[config.mk]
export PLATFORM = sky130hd
export DESIGN_NAME = hs_chan_monitor_array
export DESIGN_NICKNAME = d
export VERILOG_FILES = /design/src/rtl/hs_mon_pkg.sv /design/src/rtl/hs_chan_mon.sv /design/src/rtl/hs_chan_monitor_array.sv
export SDC_FILE = /design/constraint.sdc
export NUM_CORES = 1
export LEC_CHECK = 0
export ABC_CLOCK_PERIOD_IN_PS = 2800
export CAP_MARGIN = 20
export CORE_MARGIN = 5
export CORE_UTILIZATION = 57
export CTS_CLUSTER_SIZE = 16
export DETAILED_ROUTE_END_ITERATION = 12
export GPL_TIMING_DRIVEN = 0
export PLACE_DENSITY = 0.9
export SLEW_MARGIN = 20
export SYNTH_ARGS = -nofsm -noshare
export SYNTH_HDL_FRONTEND = slang
export SYNTH_SLANG_ARGS = --single-unit
[constraint.sdc]
create_clock -name clk -period 2.8 [get_ports clk]
set_clock_uncertainty 0.15 [all_clocks]
set_input_delay 0.42 -clock clk [delete_from_list [all_inputs] [get_ports clk]]
set_output_delay 0.42 -clock clk [all_outputs]
set_load 0.02 [all_outputs]
[src/rtl/hs_mon_pkg.sv]
// Shared definitions for the rdy/acpt channel monitor: error-bit indices
// and the per-channel FSM state encoding.
package hs_mon_pkg;

   localparam int ERR_HOLD    = 0;
   localparam int ERR_DROP    = 1;
   localparam int ERR_TIMEOUT = 2;
   localparam int ERR_W       = 3;

   typedef enum logic {
      ST_IDLE  = 1'b0,
      ST_STALL = 1'b1
   } mon_state_e;

endpackage

[src/rtl/hs_chan_mon.sv]
// Single-channel rdy/acpt monitor: stall tracking, hold/drop/timeout error
// detection, saturating event counters and longest-stall capture.
module hs_chan_mon
   import hs_mon_pkg::*;
#(
   parameter int DATA_W    = 8,
   parameter int SHORT_MAX = 10,
   parameter int TIMEOUT   = 256,
   parameter int CNT_W     = 9,
   parameter int MS_W      = $clog2(TIMEOUT + 1)
) (
   input  logic              clk,
   input  logic              reset_n,
   input  logic              clr_i,
   input  logic              rdy_i,
   input  logic              acpt_i,
   input  logic [DATA_W-1:0] data_i,
   output logic [CNT_W-1:0]  xfer_cnt_o,
   output logic [CNT_W-1:0]  short_cnt_o,
   output logic [CNT_W-1:0]  long_cnt_o,
   output logic [MS_W-1:0]   max_stall_o,
   output logic [ERR_W-1:0]  err_o
);

   localparam logic [MS_W-1:0] LEN_ONE  = MS_W'(1);
   localparam logic [MS_W-1:0] LEN_TO   = MS_W'(TIMEOUT);
   localparam logic [MS_W-1:0] LEN_SHRT = MS_W'(SHORT_MAX);

   mon_state_e        state_q;
   logic [MS_W-1:0]   len_q;
   logic [DATA_W-1:0] held_q;
   logic [CNT_W-1:0]  xfer_q, short_q, long_q;
   logic [MS_W-1:0]   max_q;
   logic [ERR_W-1:0]  err_q;

   function automatic logic [CNT_W-1:0] sat_inc(input logic [CNT_W-1:0] v);
      return (&v) ? v : v + CNT_W'(1);
   endfunction

   // Clear shares the reset path: both abandon any stall without counting it.
   always_ff @(posedge clk) begin
      if (!reset_n || clr_i) begin
         state_q <= ST_IDLE;
         len_q   <= '0;
         held_q  <= '0;
         xfer_q  <= '0;
         short_q <= '0;
         long_q  <= '0;
         max_q   <= '0;
         err_q   <= '0;
      end else begin
         case (state_q)
            ST_IDLE: begin
               if (rdy_i && acpt_i) begin
                  xfer_q <= sat_inc(xfer_q);
               end else if (rdy_i) begin
                  state_q <= ST_STALL;
                  len_q   <= LEN_ONE;
                  held_q  <= data_i;
                  if (LEN_ONE == LEN_TO) err_q[ERR_TIMEOUT] <= 1'b1;
               end
            end
            ST_STALL: begin
               if (rdy_i && (data_i != held_q)) err_q[ERR_HOLD] <= 1'b1;
               if (!rdy_i) begin
                  err_q[ERR_DROP] <= 1'b1;
                  if (len_q > max_q) max_q <= len_q;
                  state_q <= ST_IDLE;
                  len_q   <= '0;
               end else if (acpt_i) begin
                  xfer_q <= sat_inc(xfer_q);
                  if (len_q <= LEN_SHRT) short_q <= sat_inc(short_q);
                  else                   long_q  <= sat_inc(long_q);
                  if (len_q > max_q) max_q <= len_q;
                  state_q <= ST_IDLE;
                  len_q   <= '0;
               end else if (len_q != LEN_TO) begin
                  // Saturating at TIMEOUT makes the timeout edge unique per stall.
                  len_q <= len_q + LEN_ONE;
                  if (len_q + LEN_ONE == LEN_TO) err_q[ERR_TIMEOUT] <= 1'b1;
               end
            end
            default: state_q <= ST_IDLE;
         endcase
      end
   end

   assign xfer_cnt_o  = xfer_q;
   assign short_cnt_o = short_q;
   assign long_cnt_o  = long_q;
   assign max_stall_o = max_q;
   assign err_o       = err_q;

endmodule

[src/rtl/hs_chan_monitor_array.sv]
// Array of rdy/acpt channel monitors with a combinational readout mux for
// the selected channel and a registered, masked error interrupt.
module hs_chan_monitor_array
   import hs_mon_pkg::*;
#(
   parameter int NUM_CH    = 2,
   parameter int DATA_W    = 8,
   parameter int SHORT_MAX = 10,
   parameter int TIMEOUT   = 256,
   parameter int CNT_W     = 9,
   localparam int SEL_W    = (NUM_CH > 1) ? $clog2(NUM_CH) : 1,
   localparam int MS_W     = $clog2(TIMEOUT + 1)
) (
   input  logic                     clk,
   input  logic                     reset_n,
   input  logic [NUM_CH-1:0]        rdy,
   input  logic [NUM_CH-1:0]        acpt,
   input  logic [NUM_CH*DATA_W-1:0] data,
   input  logic                     clr,
   input  logic [SEL_W-1:0]         sel_ch,
   input  logic [ERR_W-1:0]         err_mask,
   output logic [NUM_CH*ERR_W-1:0]  err_sticky,
   output logic                     irq,
   output logic [CNT_W-1:0]         xfer_cnt,
   output logic [CNT_W-1:0]         short_cnt,
   output logic [CNT_W-1:0]         long_cnt,
   output logic [MS_W-1:0]          max_stall
);

   logic [NUM_CH-1:0][CNT_W-1:0] xfer_a, short_a, long_a;
   logic [NUM_CH-1:0][MS_W-1:0]  max_a;
   logic [NUM_CH-1:0][ERR_W-1:0] err_a;
   logic                         irq_q;
   logic                         irq_d;

   for (genvar g = 0; g < NUM_CH; g++) begin : g_ch
      hs_chan_mon #(
         .DATA_W    (DATA_W),
         .SHORT_MAX (SHORT_MAX),
         .TIMEOUT   (TIMEOUT),
         .CNT_W     (CNT_W),
         .MS_W      (MS_W)
      ) u_mon (
         .clk         (clk),
         .reset_n     (reset_n),
         .clr_i       (clr),
         .rdy_i       (rdy[g]),
         .acpt_i      (acpt[g]),
         .data_i      (data[g*DATA_W +: DATA_W]),
         .xfer_cnt_o  (xfer_a[g]),
         .short_cnt_o (short_a[g]),
         .long_cnt_o  (long_a[g]),
         .max_stall_o (max_a[g]),
         .err_o       (err_a[g])
      );
      assign err_sticky[g*ERR_W +: ERR_W] = err_a[g];
   end

   // Unpopulated select codes read back as zero.
   always_comb begin
      xfer_cnt  = '0;
      short_cnt = '0;
      long_cnt  = '0;
      max_stall = '0;
      for (int i = 0; i < NUM_CH; i++) begin
         if (sel_ch == SEL_W'(i)) begin
            xfer_cnt  = xfer_a[i];
            short_cnt = short_a[i];
            long_cnt  = long_a[i];
            max_stall = max_a[i];
         end
      end
   end

   always_comb begin
      irq_d = 1'b0;
      for (int i = 0; i < NUM_CH; i++) irq_d = irq_d | (|(err_a[i] & err_mask));
   end

   always_ff @(posedge clk) begin
      if (!reset_n || clr) irq_q <= 1'b0;
      else                 irq_q <= irq_d;
   end

   assign irq = irq_q;

endmodule

# After elaboration in Yosys (flattened, before gate mapping)
# Cells that the tools add are included.
# W data, S select, Z words.
[op_classes] add_sub_neg=8 magnitude_cmp=4 eq_ne=20 muxes=42 bitwise=17 n_reduce_logical=32
[ops] operator="$mux W9" count=28
[ops] operator="$add A9 B1 Y9 const B" count=8
[ops] operator="$pmux W9 S2" count=4
[ops] operator="$reduce_and A9 Y1" count=6
[ops] operator="$reduce_and A5 Y1" count=6
[ops] operator="$eq A9 B9 Y1 const B" count=2
[ops] operator="$gt A9 B9 Y1" count=2
[ops] operator="$le A9 B4 Y1 const B" count=2
[ops] operator="$ne A9 B9 Y1 const B" count=2
[ops] operator="$reduce_and A3 Y1" count=6
[ops] operator="$ne A2 B2 Y1 const B" count=8
[ops] operator="$ne A8 B8 Y1" count=2
[ops] operator="$not A1 Y1" count=14
[ops] operator="$reduce_and A2 Y1" count=6
[ops] operator="$mux W1" count=8
[ops] operator="$ne A2 B1 Y1 const B" count=4
[ops] operator="$ne A4 B4 Y1 const B" count=2
[ops] operator="$and A3 B3 Y3" count=2
[ops] operator="$reduce_or A3 Y1" count=2
[ops] operator="$logic_and A1 B1 Y1" count=4
[ops] operator="$pmux W1 S2" count=2
[ops] operator="$logic_not A1 Y1" count=1
[ops] operator="$logic_or A1 B1 Y1" count=1
[ops] operator="$or A1 B1 Y1" count=1
[totals] reg_bits=115 inputBits=27 out_inout_bits=43 elab_cells=144

# Longest topological paths before layout
[depth] ltp_word=5 depth_mapped=10 depth_no_buf=9

# By module
# From an unflattened synthesis, not the netlist that was laid out.
[unflattened] hier_cells=757 area_unflattened_um2=6610.1
[modules_own_cells] module="hs_chan_mon at g_ch[1].u_mon" n_inst=1 cells_each=356 area_each_um2=2997.9 seq_area_each_um2=1141.1
[modules_own_cells] module="hs_chan_mon at g_ch[0].u_mon" n_inst=1 cells_each=355 area_each_um2=2975.4 seq_area_each_um2=1141.1
[modules_own_cells] module="hs_chan_monitor_array" n_inst=1 cells_each=46 area_each_um2=636.9 seq_area_each_um2=20.0

# Worst setup path after synthesis
# Ideal clock, no wire load.
[synth_path] path_kind="reg-to-reg" start="register g_ch[0].u_mon.long_q[0]" end="register g_ch[0].u_mon.long_q[2]" t_arrival_ns=1.875 required_time_ns=2.534 path_slack_ns=0.659 stages_incl_launch_ff=10 path_buffers=1 period_less_slack_ns=2.141 path_cell_list="dfxtp_1 ha_1 nand2_1 nor2_1 ha_1 or2_0 clkbuf_1 a21oi_1 a21oi_1 a31o_2"
[synth_between] elab_chain_len=3 word_cells_on_any_way=4 classes_between="1 x add/sub; 1 x bitwise; 2 x reduce/logical"
[synth_lines] item="start, declared" line_no="hs_chan_mon.sv:32" rtl="logic [CNT_W-1:0] xfer_q, short_q, long_q;"
[synth_lines] item="start signal, assigned" line_no="hs_chan_mon.sv:73" rtl="else long_q <= sat_inc(long_q);"
[synth_lines] item="branches (longest 3 deep; another with $add A9 B1 Y9)"
# Parallel ways; which one is timed is not known.
# A chain may end at the register's enable or synchronous reset.

# Worst setup path after layout
[layout_path] start="input sel_ch" end="output max_stall[4]"
[layout_between] elab_chain_len=1
[layout_lines] item="start, declared" line_no="hs_chan_monitor_array.sv:20" rtl="input logic [SEL_W-1:0] sel_ch,"
[layout_lines] item="$mux W9" line_no="hs_chan_monitor_array.sv:66" rtl="if (sel_ch == SEL_W'(i)) begin"
[layout_lines] item="end, declared" line_no="hs_chan_monitor_array.sv:27" rtl="output logic [MS_W-1:0] max_stall"
# No other way between the ends.

==> out/metrics.yaml <==
synthesis:
  ys_seq_elements: 115
  ys_warn_count: 0
  synth_simple_gate_area_share_pct: 21.9
  muxShareOfSynthArea_pct: 6.37
  synth_top_area_share_pct: 36.6
  avgSynthCellArea_um2: 8.24
  syn-instance-count: 763
  synth_cell_type_count: 58
  synth_compound_area_share_pct: 17.0
  async_flop_share_pct: 0
  synth_fp_nets: 826
  yosys-top-cells-area: "dfxtp_1, ha_1, o21ai_0"
  synth-edff-count: 0
  synth.cell_area_um2: 6280
  synth_ff_type: "dfxtp_1"
  synth_fa_ha_area_share_pct: 7.17
  synth_seq_area_share_pct: 36.6
  synth_top_family_by_area: "simple AND/OR/NAND/NOR gates"
  synth_area_leader_cell: "dfxtp_1"
  synth-xor-area-share_pct: 6.55
timing:
  finalMaxSlewViolations: 0
  fmax_ghz: 0.390
  relSlewSlack_pct: 51.3
  setup-violations-final: 0
  hold_violations: 0
  fin_crit_sh_pct: 91.6
  worstMarginPinSlew_ns: 0.727
  rsz0062_at_grt: "false"
  timing.final.crit_period_ns: 2.56
cells_and_area:
  layoutNonFillerInstCount: 1002
  finish.utilization_pct: 70.5
  areaGrowthSynthToFinish_pct: 21.7
  diodes: 0
  final_common_cell: "dfxtp_1"
  drive_gt1_share_pct: 7.77
  nNetsFinal: 913
  final_cell_mix: "dfxtp_1, nand2_1, nor2_1"
setup_path:
  cp_max_fo: 10
  reg2reg_depth: 7
  cp.required_ns: 2.23
  r2r_end: "g_ch[0].u_mon.max_stall_o[1]$_SDFFE_PP0P_"
  path_delay_family: "buffers and inverters"
  r2r_slack_ns: 0.26
  worstSetupPathType: "in2out"
  startpoint_type: "input port"
  cpPeakStageDelay_ns: 0.65
  crit_path_end_kind: "output port"
  crit_chain: "clkbuf_2 > clkbuf_1 > nand2_1 > o21ai_0 > clkdlybuf4s50_1"
  critPathArrivalTime_ns: 1.99
  path_buf_inv: 3
  slowest_stage: "clkdlybuf4s50_1"
  r2r-start: "g_ch[0].u_mon.len_q[4]$_SDFFE_PP0P_"
power_and_ir_drop:
  vdd_drop_max_mv: 0.372
  power.internal_w: 0.00286
  p_leak_nw: 2.76
  cellPowerDensity_nw_per_um2: 485
  power_frac_seq_pct: 44.6
  netSwitchingFraction_pct: 22.8
  switching_power_w: 0.000847
  pwr-share-comb_pct: 5.2
  clkPwrFrac_pct: 50.2
clock_tree:
  htreeDepth: 4
  ctsRootBufferMaster: "clkbuf_8"
  cts-buffers-inserted: 17
  cts.path.max_buffers: 2
  cts.sinks: 115
  clk_latency_ns: 0.53
  path_clk_slew_ns: 0.06
  cts_tree: "built"
  post_cts_buffers: 0
  hold_buffers: 0
hold_path:
  hold_start: "g_ch[0].u_mon.max_stall_o[5]$_SDFFE_PP0P_"
  holdPathEnd: "g_ch[0].u_mon.max_stall_o[5]$_SDFFE_PP0P_"
  min_path_type: "reg2reg"
  holdPathStages: 2
floorplanning:
  rows: 38
  dieArea_um2: 13200
  dieHeight_um: 115
  start_util_pct: 58.0
  die-width_um: 115
  core_area_um2: 10800
  ios: 70
placed_design:
  port_buffers: 68
  finalWeightedCongestion: 0.866
  place.detailed.hpwl_um: 11800
  dp.cells: 971
global_route:
  track_usage_pct: 26.1
  grt_pass1_wl_um: 27600
  grt_max_degree: 17
  overflow: 0
  grt_pass1_vias: 5765
  antenna_found_initial: 0
routing:
  drtAntennaViolNets: 0
  drc_errors: 0
  via_per_inst: 6.02
  wl_per_cell_um: 16.8
  routed_wl_um: 16900
  dr.first_iter.drc_count: 583
  drtPass1Iterations: 6
  vias: 6031
status:
  status: "complete, no violations"
run:
  drv_cap: 0
-- registers in the layout, summed over array words and instances, names as in the netlist --
| name | count |
|---|---|
| g_ch.u_mon.xfer_cnt_o | 18 |
| g_ch.u_mon.err_o | 6 |
| irq | 1 |
| g_ch.u_mon.len_q | 18 |
| g_ch.u_mon.state_q | 2 |
| g_ch.u_mon.short_cnt_o | 18 |
| g_ch.u_mon.long_cnt_o | 18 |
| g_ch.u_mon.max_stall_o | 18 |
| g_ch.u_mon.held_q | 16 |
-- metrics by stage --
stage / worst slack (ns) / cell area, um^2 / setup TNS (ns) / hold slack (ns) / power [W]
after CTS: 0.0395 / 7640 / 0 / 0.324 / 0.00370
after global routing: 0.0361 / 7650 / 0 / 0.324 / 0.00381
after floorplan: 0.659 / 6280 / 0 / 0.294 / 0.00179
after detailed placement: -0.0459 / 7140 / -0.527 / 0.312 / 0.00187
final: 0.235 / 7650 / 0 / 0.322 / 0.00371
after global placement: -0.0240 / 7140 / -0.208 / 0.303 / 0.00187
-- cells in the mapped netlist (all sizes together), types with 2 or more instances --
| cell | number |
|---|---|
| nor4b | 2 |
| mux2i | 13 |
| or2 | 2 |
| a31o | 2 |
| o221ai | 2 |
| a2111oi | 5 |
| xnor2 | 20 |
| o211ai | 6 |
| dfxtp | 115 |
| o31ai | 8 |
| nor2 | 75 |
| and3b | 3 |
| buf | 4 |
| ha | 36 |
| nand4 | 19 |
| a211oi | 9 |
| xor2 | 27 |
| a21oi | 50 |
| or3 | 13 |
| and2 | 2 |
| nor2b | 4 |
| nand2b | 4 |
| a31oi | 13 |
| and3 | 7 |
| nor3 | 6 |
| nand2 | 80 |
| o311a | 2 |
| mux2 | 24 |
| or4 | 7 |
| inv | 32 |
| nand3 | 44 |
| a22oi | 2 |
| o21a | 2 |
| clkbuf | 35 |
| nor4 | 5 |
| o21ai | 72 |
-- worst max-delay path by stage --
stage,from,to,slack (ns),cells past startpoint
2_1_floorplan,g_ch[0].u_mon.long_cnt_o[0]$_SDFFE_PP0P_,g_ch[0].u_mon.long_cnt_o[2]$_SDFFE_PP0P_,0.66,9
3_3_place_gp,clr,g_ch[1].u_mon.long_cnt_o[1]$_SDFFE_PP0P_,-0.02,6
3_5_place_dp,clr,g_ch[1].u_mon.long_cnt_o[7]$_SDFFE_PP0P_,-0.05,6
4_1_cts,sel_ch,max_stall[4],0.04,5
5_1_grt,g_ch[0].u_mon.len_q[4]$_SDFFE_PP0P_,g_ch[0].u_mon.max_stall_o[1]$_SDFFE_PP0P_,0.04,7
6_report,sel_ch,max_stall[4],0.24,5
-- tightest hold or removal path, delay by kind of cell, from the launching register on --
| kind | cells | cell delay (ns) |
|---|---|---|
| AO/OA/AOI/OAI | 1 | 0.07 |
| flip-flops | 1 | 0.31 |
| AND/OR/NAND/NOR | 1 | 0.05 |
-- area by class of cell --
type,count,area (um^2)
clock buffers,25,474
plain buffers,39,158
flip-flops and latches,115,2300
fillers,807,3190
multi-input cells,577,3710
inverters,32,120
clock inverters,6,30.0
well taps,140,175
repair buffers,68,681
-- kinds of logic after synthesis --
kind of cell | Yosys count
XOR/XNOR | 47
AND/OR/NAND/NOR | 277
AO/OA/AOI/OAI | 180
buffers and inverters | 71
flip-flops | 115
adder cells (fa/ha/maj) | 36
multiplexers | 37
-- power groups by stage --
stage                     Combinational (W)  Sequential, W  Clock (W)
after floorplan                    0.000100        0.00169          0
after global placement             0.000182        0.00169          0
after detailed placement           0.000184        0.00169          0
after CTS                          0.000188        0.00165    0.00186
after global routing               0.000207        0.00165    0.00195
final                              0.000191        0.00165    0.00186
-- routing by layer --
| metal | track usage (%) | wire [um] | up-vias |
|---|---|---|---|
| li1 | - | - | 2900 |
| met1 | 31.4 | 6980 | 2860 |
| met2 | 44.3 | 8150 | 231 |
| met3 | 6.89 | 1360 | 40 |
| met4 | 10.6 | 389 | 0 |
| met5 | 0 | 0 | - |
-- repair_timing --
action	CTS	global route
gates resized for setup	0	2
endpoints found under the hold margin	0	0
endpoints found under the setup margin	0	5
No activity file was read; power rests on OpenSTA's default activity.
